$ cat config.mk
export PLATFORM = sky130hd
export DESIGN_NAME = piso_serializer_flat
export DESIGN_NICKNAME = d
export VERILOG_FILES = /design/src/rtl/piso_serializer_if.sv /design/src/rtl/piso_serializer.sv /design/src/flat_wrapper.sv
export SDC_FILE = /design/constraint.sdc
export NUM_CORES = 1
export LEC_CHECK = 0
export BUFFER_PORTS_ARGS = -buffer_cell sky130_fd_sc_hd__buf_2
export CORE_AREA = 2 2 63 124
export CTS_CLUSTER_SIZE = 40
export DETAILED_ROUTE_END_ITERATION = 8
export DIE_AREA = 0 0 65 126
export HOLD_SLACK_MARGIN = 0.05
export PLACE_DENSITY = 0.73
export SYNTH_ARGS = -nofsm -noshare
export SYNTH_HDL_FRONTEND = slang
export SYNTH_SLANG_ARGS = --single-unit
$ cat constraint.sdc
create_clock -name clk -period 5.9 [get_ports clk]
set_input_delay 0.59 -clock clk [delete_from_list [all_inputs] [get_ports clk]]
set_output_delay 0.59 -clock clk [all_outputs]
set_load 0.01 [all_outputs]
$ cat src/rtl/piso_serializer_if.sv
// Word-in / bit-out bus of the PISO serializer.
//   master : upstream word producer (drives data_in/data_valid, observes the rest)
//   slave  : the serializer itself
// Signals: data_in, data_valid, data_ready, serial_out, serial_valid,
//          frame_start, busy, bit_index ($clog2(DATA_WIDTH+1) bits).
interface piso_serializer_if #(
  parameter int unsigned DATA_WIDTH = 32
);
  localparam int unsigned BW = $clog2(DATA_WIDTH + 1);

  logic [DATA_WIDTH-1:0] data_in;
  logic                  data_valid;
  logic                  data_ready;
  logic                  serial_out;
  logic                  serial_valid;
  logic                  frame_start;
  logic                  busy;
  logic [BW-1:0]         bit_index;

  modport master (
    output data_in, data_valid,
    input  data_ready, serial_out, serial_valid, frame_start, busy, bit_index
  );

  modport slave (
    input  data_in, data_valid,
    output data_ready, serial_out, serial_valid, frame_start, busy, bit_index
  );
endinterface

$ cat src/rtl/piso_serializer.sv
// Parallel-in serial-out serializer with a one-word holding register so that
// frames can be emitted back-to-back without an idle cycle.
// Ports:
//   clk    : rising-edge clock
//   reset  : asynchronous active-high reset
//   bus    : piso_serializer_if.slave (word handshake in, serial bit stream out)
// Parameters:
//   DATA_WIDTH : bits per word (>= 2)
//   LSB_FIRST  : 1 -> bit 0 leaves first, 0 -> bit DATA_WIDTH-1 leaves first
// Build option:
//   PISO_PARITY_EN : append one even-parity bit (XOR of the word) to each frame
module piso_serializer #(
  parameter int unsigned DATA_WIDTH = 32,
  parameter bit          LSB_FIRST  = 1'b1
) (
  input  logic             clk,
  input  logic             reset,
  piso_serializer_if.slave bus
);
  localparam int unsigned   BW       = $clog2(DATA_WIDTH + 1);
  localparam logic [BW-1:0] LAST_IDX = BW'(DATA_WIDTH - 1);

`ifdef PISO_PARITY_EN
  typedef enum logic [1:0] {IDLE = 2'd0, SHIFT = 2'd1, PARITY = 2'd2} state_t;
`else
  typedef enum logic [1:0] {IDLE = 2'd0, SHIFT = 2'd1} state_t;
`endif

  state_t                state;
  logic [DATA_WIDTH-1:0] shreg;
  logic [DATA_WIDTH-1:0] hold;
  logic                  hold_full;
  logic [BW-1:0]         bit_cnt;
  logic                  serial_out_q;
  logic                  serial_valid_q;
  logic                  frame_start_q;
  logic                  busy_q;
`ifdef PISO_PARITY_EN
  logic                  parity_q;
`endif

  logic                  accept;
  logic                  finishing;
  logic                  shifter_free;
  logic                  load_hold;
  logic                  load_direct;
  logic                  to_hold;
  logic                  do_load;
  logic [DATA_WIDTH-1:0] load_word;

  // Bit that leaves first from a (remaining) word.
  function automatic logic first_bit(input logic [DATA_WIDTH-1:0] w);
    return LSB_FIRST ? w[0] : w[DATA_WIDTH-1];
  endfunction

  // Drop the bit just emitted so the next one sits at the output end.
  function automatic logic [DATA_WIDTH-1:0] advance(input logic [DATA_WIDTH-1:0] w);
    return LSB_FIRST ? (w >> 1) : (w << 1);
  endfunction

  assign accept = bus.data_valid && !hold_full;

  // Shifter frees up on this edge when the frame's final bit is on the wire.
`ifdef PISO_PARITY_EN
  assign finishing = (state == PARITY);
`else
  assign finishing = (state == SHIFT) && (bit_cnt == LAST_IDX);
`endif

  // Load routing: hold has priority; a fresh word bypasses hold only when
  // the shifter frees up and hold is empty, otherwise it parks in hold.
  assign shifter_free = (state == IDLE) || finishing;
  assign load_hold    = shifter_free && hold_full;
  assign load_direct  = shifter_free && !hold_full && accept;
  assign to_hold      = accept && !shifter_free;
  assign do_load      = load_hold || load_direct;
  assign load_word    = load_hold ? hold : bus.data_in;

  // Frame FSM, shifter and holding register.
  always_ff @(posedge clk or posedge reset) begin
    if (reset) begin
      state          <= IDLE;
      shreg          <= '0;
      hold           <= '0;
      hold_full      <= 1'b0;
      bit_cnt        <= '0;
      serial_out_q   <= 1'b0;
      serial_valid_q <= 1'b0;
      frame_start_q  <= 1'b0;
      busy_q         <= 1'b0;
`ifdef PISO_PARITY_EN
      parity_q       <= 1'b0;
`endif
    end else begin
      if (load_hold) begin
        hold_full <= 1'b0;
      end else if (to_hold) begin
        hold      <= bus.data_in;
        hold_full <= 1'b1;
      end

      if (do_load) begin
        state          <= SHIFT;
        shreg          <= advance(load_word);
        serial_out_q   <= first_bit(load_word);
        serial_valid_q <= 1'b1;
        frame_start_q  <= 1'b1;
        bit_cnt        <= '0;
        busy_q         <= 1'b1;
`ifdef PISO_PARITY_EN
        parity_q       <= ^load_word;
`endif
      end else begin
        case (state)
          SHIFT: begin
            if (bit_cnt == LAST_IDX) begin
`ifdef PISO_PARITY_EN
              state          <= PARITY;
              serial_out_q   <= parity_q;
              bit_cnt        <= BW'(DATA_WIDTH);
              frame_start_q  <= 1'b0;
              busy_q         <= 1'b1;
`else
              state          <= IDLE;
              serial_out_q   <= 1'b0;
              serial_valid_q <= 1'b0;
              frame_start_q  <= 1'b0;
              bit_cnt        <= '0;
              busy_q         <= 1'b0;
`endif
            end else begin
              shreg          <= advance(shreg);
              serial_out_q   <= first_bit(shreg);
              bit_cnt        <= bit_cnt + BW'(1);
              frame_start_q  <= 1'b0;
              busy_q         <= 1'b1;
            end
          end
          default: begin
            // IDLE with nothing to load, or a frame ending with nothing queued.
            state          <= IDLE;
            serial_out_q   <= 1'b0;
            serial_valid_q <= 1'b0;
            frame_start_q  <= 1'b0;
            bit_cnt        <= '0;
            busy_q         <= 1'b0;
          end
        endcase
      end
    end
  end

  assign bus.data_ready   = ~hold_full;
  assign bus.serial_out   = serial_out_q;
  assign bus.serial_valid = serial_valid_q;
  assign bus.frame_start  = frame_start_q;
  assign bus.busy         = busy_q;
  assign bus.bit_index    = bit_cnt;
endmodule
$ cat src/flat_wrapper.sv
// flat-port wrapper written by rule: the top's interface ports become plain ports
module piso_serializer_flat 
#(
  parameter int unsigned DATA_WIDTH = 32,
  parameter bit          LSB_FIRST  = 1'b1
)
  (clk, reset, bus_data_in, bus_data_valid, bus_data_ready, bus_serial_out, bus_serial_valid, bus_frame_start, bus_busy, bus_bit_index);
  piso_serializer_if #(.DATA_WIDTH(DATA_WIDTH)) bus_i ();
  input  logic clk;
  input  logic reset;
  input wire logic [$bits(bus_i.data_in)-1:0] bus_data_in;
  input wire logic [$bits(bus_i.data_valid)-1:0] bus_data_valid;
  output wire logic [$bits(bus_i.data_ready)-1:0] bus_data_ready;
  output wire logic [$bits(bus_i.serial_out)-1:0] bus_serial_out;
  output wire logic [$bits(bus_i.serial_valid)-1:0] bus_serial_valid;
  output wire logic [$bits(bus_i.frame_start)-1:0] bus_frame_start;
  output wire logic [$bits(bus_i.busy)-1:0] bus_busy;
  output wire logic [$bits(bus_i.bit_index)-1:0] bus_bit_index;
  assign bus_i.data_in = bus_data_in;
  assign bus_i.data_valid = bus_data_valid;
  assign bus_data_ready = bus_i.data_ready;
  assign bus_serial_out = bus_i.serial_out;
  assign bus_serial_valid = bus_i.serial_valid;
  assign bus_frame_start = bus_i.frame_start;
  assign bus_busy = bus_i.busy;
  assign bus_bit_index = bus_i.bit_index;
  piso_serializer #(.DATA_WIDTH(DATA_WIDTH), .LSB_FIRST(LSB_FIRST)) u_core (.clk(clk), .reset(reset), .bus(bus_i));
endmodule
Yosys cells after proc, flatten, opt, wreduce, memory -nomap -nowiden --
Index checks and enable logic that the tools add are counted.
Storage, ports and cells: flip-flop bits (word level) 77, bits of input ports 35, output and inout port bits 11, word-level logic and storage cells 53
Cells by class: add/subtract/negate cells 1, equal/unequal tests 4, multiplexer cells 22, bitwise operators 2, reduce and logical (&&, ||, !) cells 15
Operators with widths (count):
- two-way mux 32 bit | 4
- two-way mux 6 bit | 3
- two-way mux 1 bit | 12
- adder 6 x 1 -> 6 bit, second input constant | 1
- equality test 6 x 5 -> 1 bit, second input constant | 1
- logical AND 1 bit | 6
- two-way mux 2 bit | 3
- AND reduction 2 bit | 2
- nonzero test 2 bit | 2
- inequality test 3 x 2 -> 1 bit, second input constant | 1
- equality test 2 x 1 -> 1 bit, second input constant | 1
- logical NOT 1 bit | 2
- logical NOT 2 bit | 1
- logical OR 1 bit | 2
- inequality test 2 x 1 -> 1 bit, second input constant | 1
- NOT 1 bit | 2

Depth between registers and ports, before layout --
depth in word-level cells 8, mapped depth 6, mapped depth without buffers 4

Worst setup path after synthesis --
No wires, ideal clock.
kind register -> register, start reg u_core.bit_cnt[0], in the netlist u_core.bus.bit_index[0], end reg u_core.hold[0], setup time 0.125 ns, data arrival time 1.554 ns, required time 5.775 ns, setup slack 4.222 ns, cell stages (with the launch flop) 6, buffers on the path 1, period minus slack after synthesis 1.678 ns, cells stage by stage dfrtp_1 > ha_1 > nand4_4 > o211ai_4 > buf_8 > mux2_2
On the way: longest elaborated chain between the ends 6, elaborated cells on any way between the ends 8, classes of those cells eq/ne (1); bitwise (1); reduce/logical (6)
Ends and longest elaborated chain:
- start: declaration | RTL line piso_serializer.sv:33 | logic [BW-1:0] bit_cnt;
- start signal: assignment | RTL line piso_serializer.sv:134 | bit_cnt <= bit_cnt + BW'(1);
- equality test 6 x 5 -> 1 bit * | RTL line piso_serializer.sv:67 | assign finishing = (state == SHIFT) && (bit_cnt == LAST_IDX);
- logical AND 1 bit * | RTL line piso_serializer.sv:67
- logical OR 1 bit * | RTL line piso_serializer.sv:72 | assign shifter_free = (state == IDLE) || finishing;
- logical NOT 1 bit / logical AND 1 bit (equally long branches) | RTL line piso_serializer.sv:75, piso_serializer.sv:73
- logical AND 1 bit / NOT 1 bit (equally long branches)
- AND reduction 2 bit (no line) *
- end signal: assignment | RTL line piso_serializer.sv:98 | hold <= bus.data_in;
- end: declaration | RTL line piso_serializer.sv:31 | logic [DATA_WIDTH-1:0] hold;
Mark *: on every way between the ends. The rest lies on a longest branch, timed or not. A chain may end at the register's enable or synchronous reset.

Worst setup path after layout --
start reg u_core.hold_full, end out bus_data_ready
On the way: longest elaborated chain between the ends 1
Ends and longest elaborated chain:
- start: declaration | RTL line piso_serializer.sv:32 | logic hold_full;
- start signal: assignment | RTL line piso_serializer.sv:85 | hold_full <= 1'b0;
- start signal: assignment | RTL line piso_serializer.sv:96 | hold_full <= 1'b0;
- start signal: assignment | RTL line piso_serializer.sv:99 | hold_full <= 1'b1;
- NOT 1 bit | RTL line piso_serializer.sv:153 | assign bus.data_ready = ~hold_full;
- end: declaration | RTL line flat_wrapper.sv:13 | output wire logic [$bits(bus_i.data_ready)-1:0] bus_data_ready;
No other way between the ends.

==> reports/summary.txt <==
All-Layer GR Usage: 0.1715
Core area: 7212 um2
Critical path launch point: u_core.hold_full
Ant diodes: 0
Post-synth top area share: 0.5316
Setup_tns: 0 ns
DRC viols: 0
Routability cong.: 0.7309
Post-CTS Hold Fix Bufs: 0
Ys flop type: dfrtp_1
PnR worst setup slack: 3.576 ns
Max-cap violations: 0
Layout cells sized above 1: 0.3956
Final Cycle Share: 0.3940
Setup-failing EPs final: 0
Routed Antenna Nets: 0
Maximum vdd drop: 144.9 uV
Type of the worst min-delay path: reg -> reg
Synth Instances: 275
Final HPWL DP: 4.035 mm
RSZ-0062 raised after global routing: no
Filler cell count: 635
Die Ht: 126 um
Register area share after synthesis: 0.5316
Cell area after synthesis: 3483 um2
Die width: 65 um
Area growth syn-to-layout: 15.01%
Top Family by Delay on Critical Path: flip-flops
Worst Path Buf+Inv: 2
Seq cells post-synth: 74
Ys Warns: 0
First-pass GRT wire length: 10.58 mm
Leading area contributor after synthesis: dfrtp_1
Clk_lat worst skew: 0.33 ns
PD cells: 294.4 nW/um2
Final net count: 352
Mux share of post-synthesis cell area: 0.2927
Static Leak: 0.001982 uW
Min-delay src: u_core.bus.bit_index[0]
CP max stage cell: dfrtp_2
Crit-path max cell delay: 1.01 ns
Starting density of the core: 0.4830
Worst-path fanout max: 65
Cell chain of the critical path: inv_1 -> buf_2
TritonCTS Buffers: 9
Post-Synth Adder-Cell Area: 0.003592
Clk slew on worst S/H paths: 0.05 ns
H-tree levels: 3
Via count: 2151
Place WS: 3.459 ns
Net Count, Synth: 311
DIE AREA: 8190 um2
Peak Freq: 0.4302 GHz
Vias in the first global route: 2255
Cell Count, Final, Fillers Out: 413
Site row count: 44
Setup repair bufs after CTS: 0
Setup CP Type: reg -> out
I/O Pins: 46
Clock Path Buffers: 2
Slew margin rel.: 0.2625
Final WL: 6.203 mm
XOR/XNOR Fraction of Synth Area: 0.007543
DR pass1 iterations: 4
CTS tree: yes
Post-synth EDFFs: 0
Ranking of synthesized cells by area: dfrtp_1 (53%), mux2_2 (19%), mux2i_1 (8.9%)
Synth unique cells: 28
Max Slew Vio Count: 0
Reg-to-Reg Start: u_core.bus.bit_index[0]
Crit start category: register
Post-CTS sizing: 0
Status: complete, no violations
I/O Buffers: 45
Syn avg cell area: 12.67 um2
Worst EP arrival: 1.73 ns
Vias per std cell: 5.208
Placed Cells incl. Taps: 397
Synth async-reset ratio: 1.000
CTS sink cnt: 74
Largest family of logic cells by synthesized area: multiplexers
Largest net degree at the start of global routing: 75
Final hold vios: 0
Tightest Pin Transition: 1.101 ns
Initial antenna violation count: 0
Required @ worst endpoint: 5.31 ns
Post-Route Skew: 0.003666 ns
Post-synthesis compound-gate area fraction: 0.06501
Tmin final: 2.324 ns
Power Total: 1180 uW
Routed len/inst: 15.02 um
Root Driver: clkbuf_16
Area share of and/or/nand/nor cells after synthesis: 0.05927
CP endpoint kind: output pin
Congestion Overflow GR: 0
Initial DRC Count: 98
per-stage QoR:
step                utilization  cell area, um2  hold slack (ns)
floorplan                     -            3483           0.4574
global placement         0.5161            3722           0.4739
detailed placement       0.5161            3722           0.4851
CTS                      0.5555            4006           0.4820
global route             0.5555            4006           0.5024
finish                   0.5555            4006           0.4866
synth_stat cells, types with 2 or more instances:
cell / count
dfrtp_1: 74
mux2_2: 59
nand2_1: 34
mux2i_1: 31
o21ai_0: 31
clkbuf_1: 6
buf_2: 4
mux2_1: 4
nor2_1: 4
buf_4: 3
buf_8: 3
and2_1: 2
buf_6: 2
inv_1: 2
nand3_1: 2
xor2_1: 2
final cells by class:
class	instances	area (um2)	share of cell area
inverter	2	7.507	0.001874
clock inverter	2	10.01	0.002498
clock buffer	14	274.0	0.06839
sequential	74	1853	0.4625
multi-input combinational	181	1499	0.3741
timing repair buffer	48	247.7	0.06184
tap	92	115.1	0.02873
report_power, final:
part / total, uW / leakage, uW / switching, uW / internal, uW
Sequential: 567 / 0.000935 / 19.5 / 548
Clock: 508 / 0.000143 / 191 / 318
Combinational: 104 / 0.000904 / 46.2 / 57.9
Total: 1180 / 0.00198 / 257 / 923
metal layers:
layer  global-route usage  part of all wire  vias to the layer above
met5                    0                 0                        -
met4              0.07885             0.018                        0
met3              0.04732             0.038                        9
met2               0.2820              0.53                       32
met1               0.2055              0.41                     1066
li1                     -                 -                     1044
cell families after synthesis:
kind of cell,after synthesis
compound gates,38
xor+xnor,3
fa+ha+maj,1
buf+inv,20
flops,74
mux,94
simple gates,45
placed cells by master (no fill, tap or decap):
cell type	instances
mux2_1	4
clkinv_2	2
clkbuf_1	2
nor2b_4	1
a21oi_1	1
xnor2_1	1
or3_1	1
dfrtp_1	73
dfrtp_2	1
a22o_1	1
buf_4	3
clkbuf_16	9
xor2_1	2
nand3_1	2
o211a_1	1
clkbuf_8	3
o311a_1	1
inv_1	1
ha_1	1
buf_2	45
mux2i_1	31
and2_1	2
nor2_1	4
o211ai_4	1
o21a_1	1
o21ai_4	1
nand4_4	1
o21ai_0	31
mux2_2	59
nand2_1	34
inv_2	1
worst reg2reg max path, stage by stage, from the launching register on:
cell and delay, ns:
dfrtp_1 0.38, ha_1 0.26, nand4_4 0.16, o211ai_4 0.89, mux2_2 0.44
flip-flops by register name, indices dropped and copies added, names as in the netlist:
register / cells
u_core.hold: 32
u_core.shreg: 31
u_core.bus.bit_index: 6
u_core.bus.busy: 1
u_core.bus.frame_start: 1
u_core.bus.serial_out: 1
u_core.bus.serial_valid: 1
u_core.hold_full: 1
worst paths after layout:
path | to | slack, ns | depth (start not counted)
worst max-delay path | bus_data_ready | 3.58 | 2
worst min-delay path | u_core.bus.bit_index[0] | 0.49 | 1
worst max register to register | u_core.hold[26] | 3.66 | 4
worst min register to register | u_core.bus.bit_index[0] | 0.49 | 1
max in group asynchronous | u_core.hold_full | 4.73 | 3
min in group asynchronous | u_core.shreg[16] | 0.55 | 3
Power figures use the tool's default switching activity.
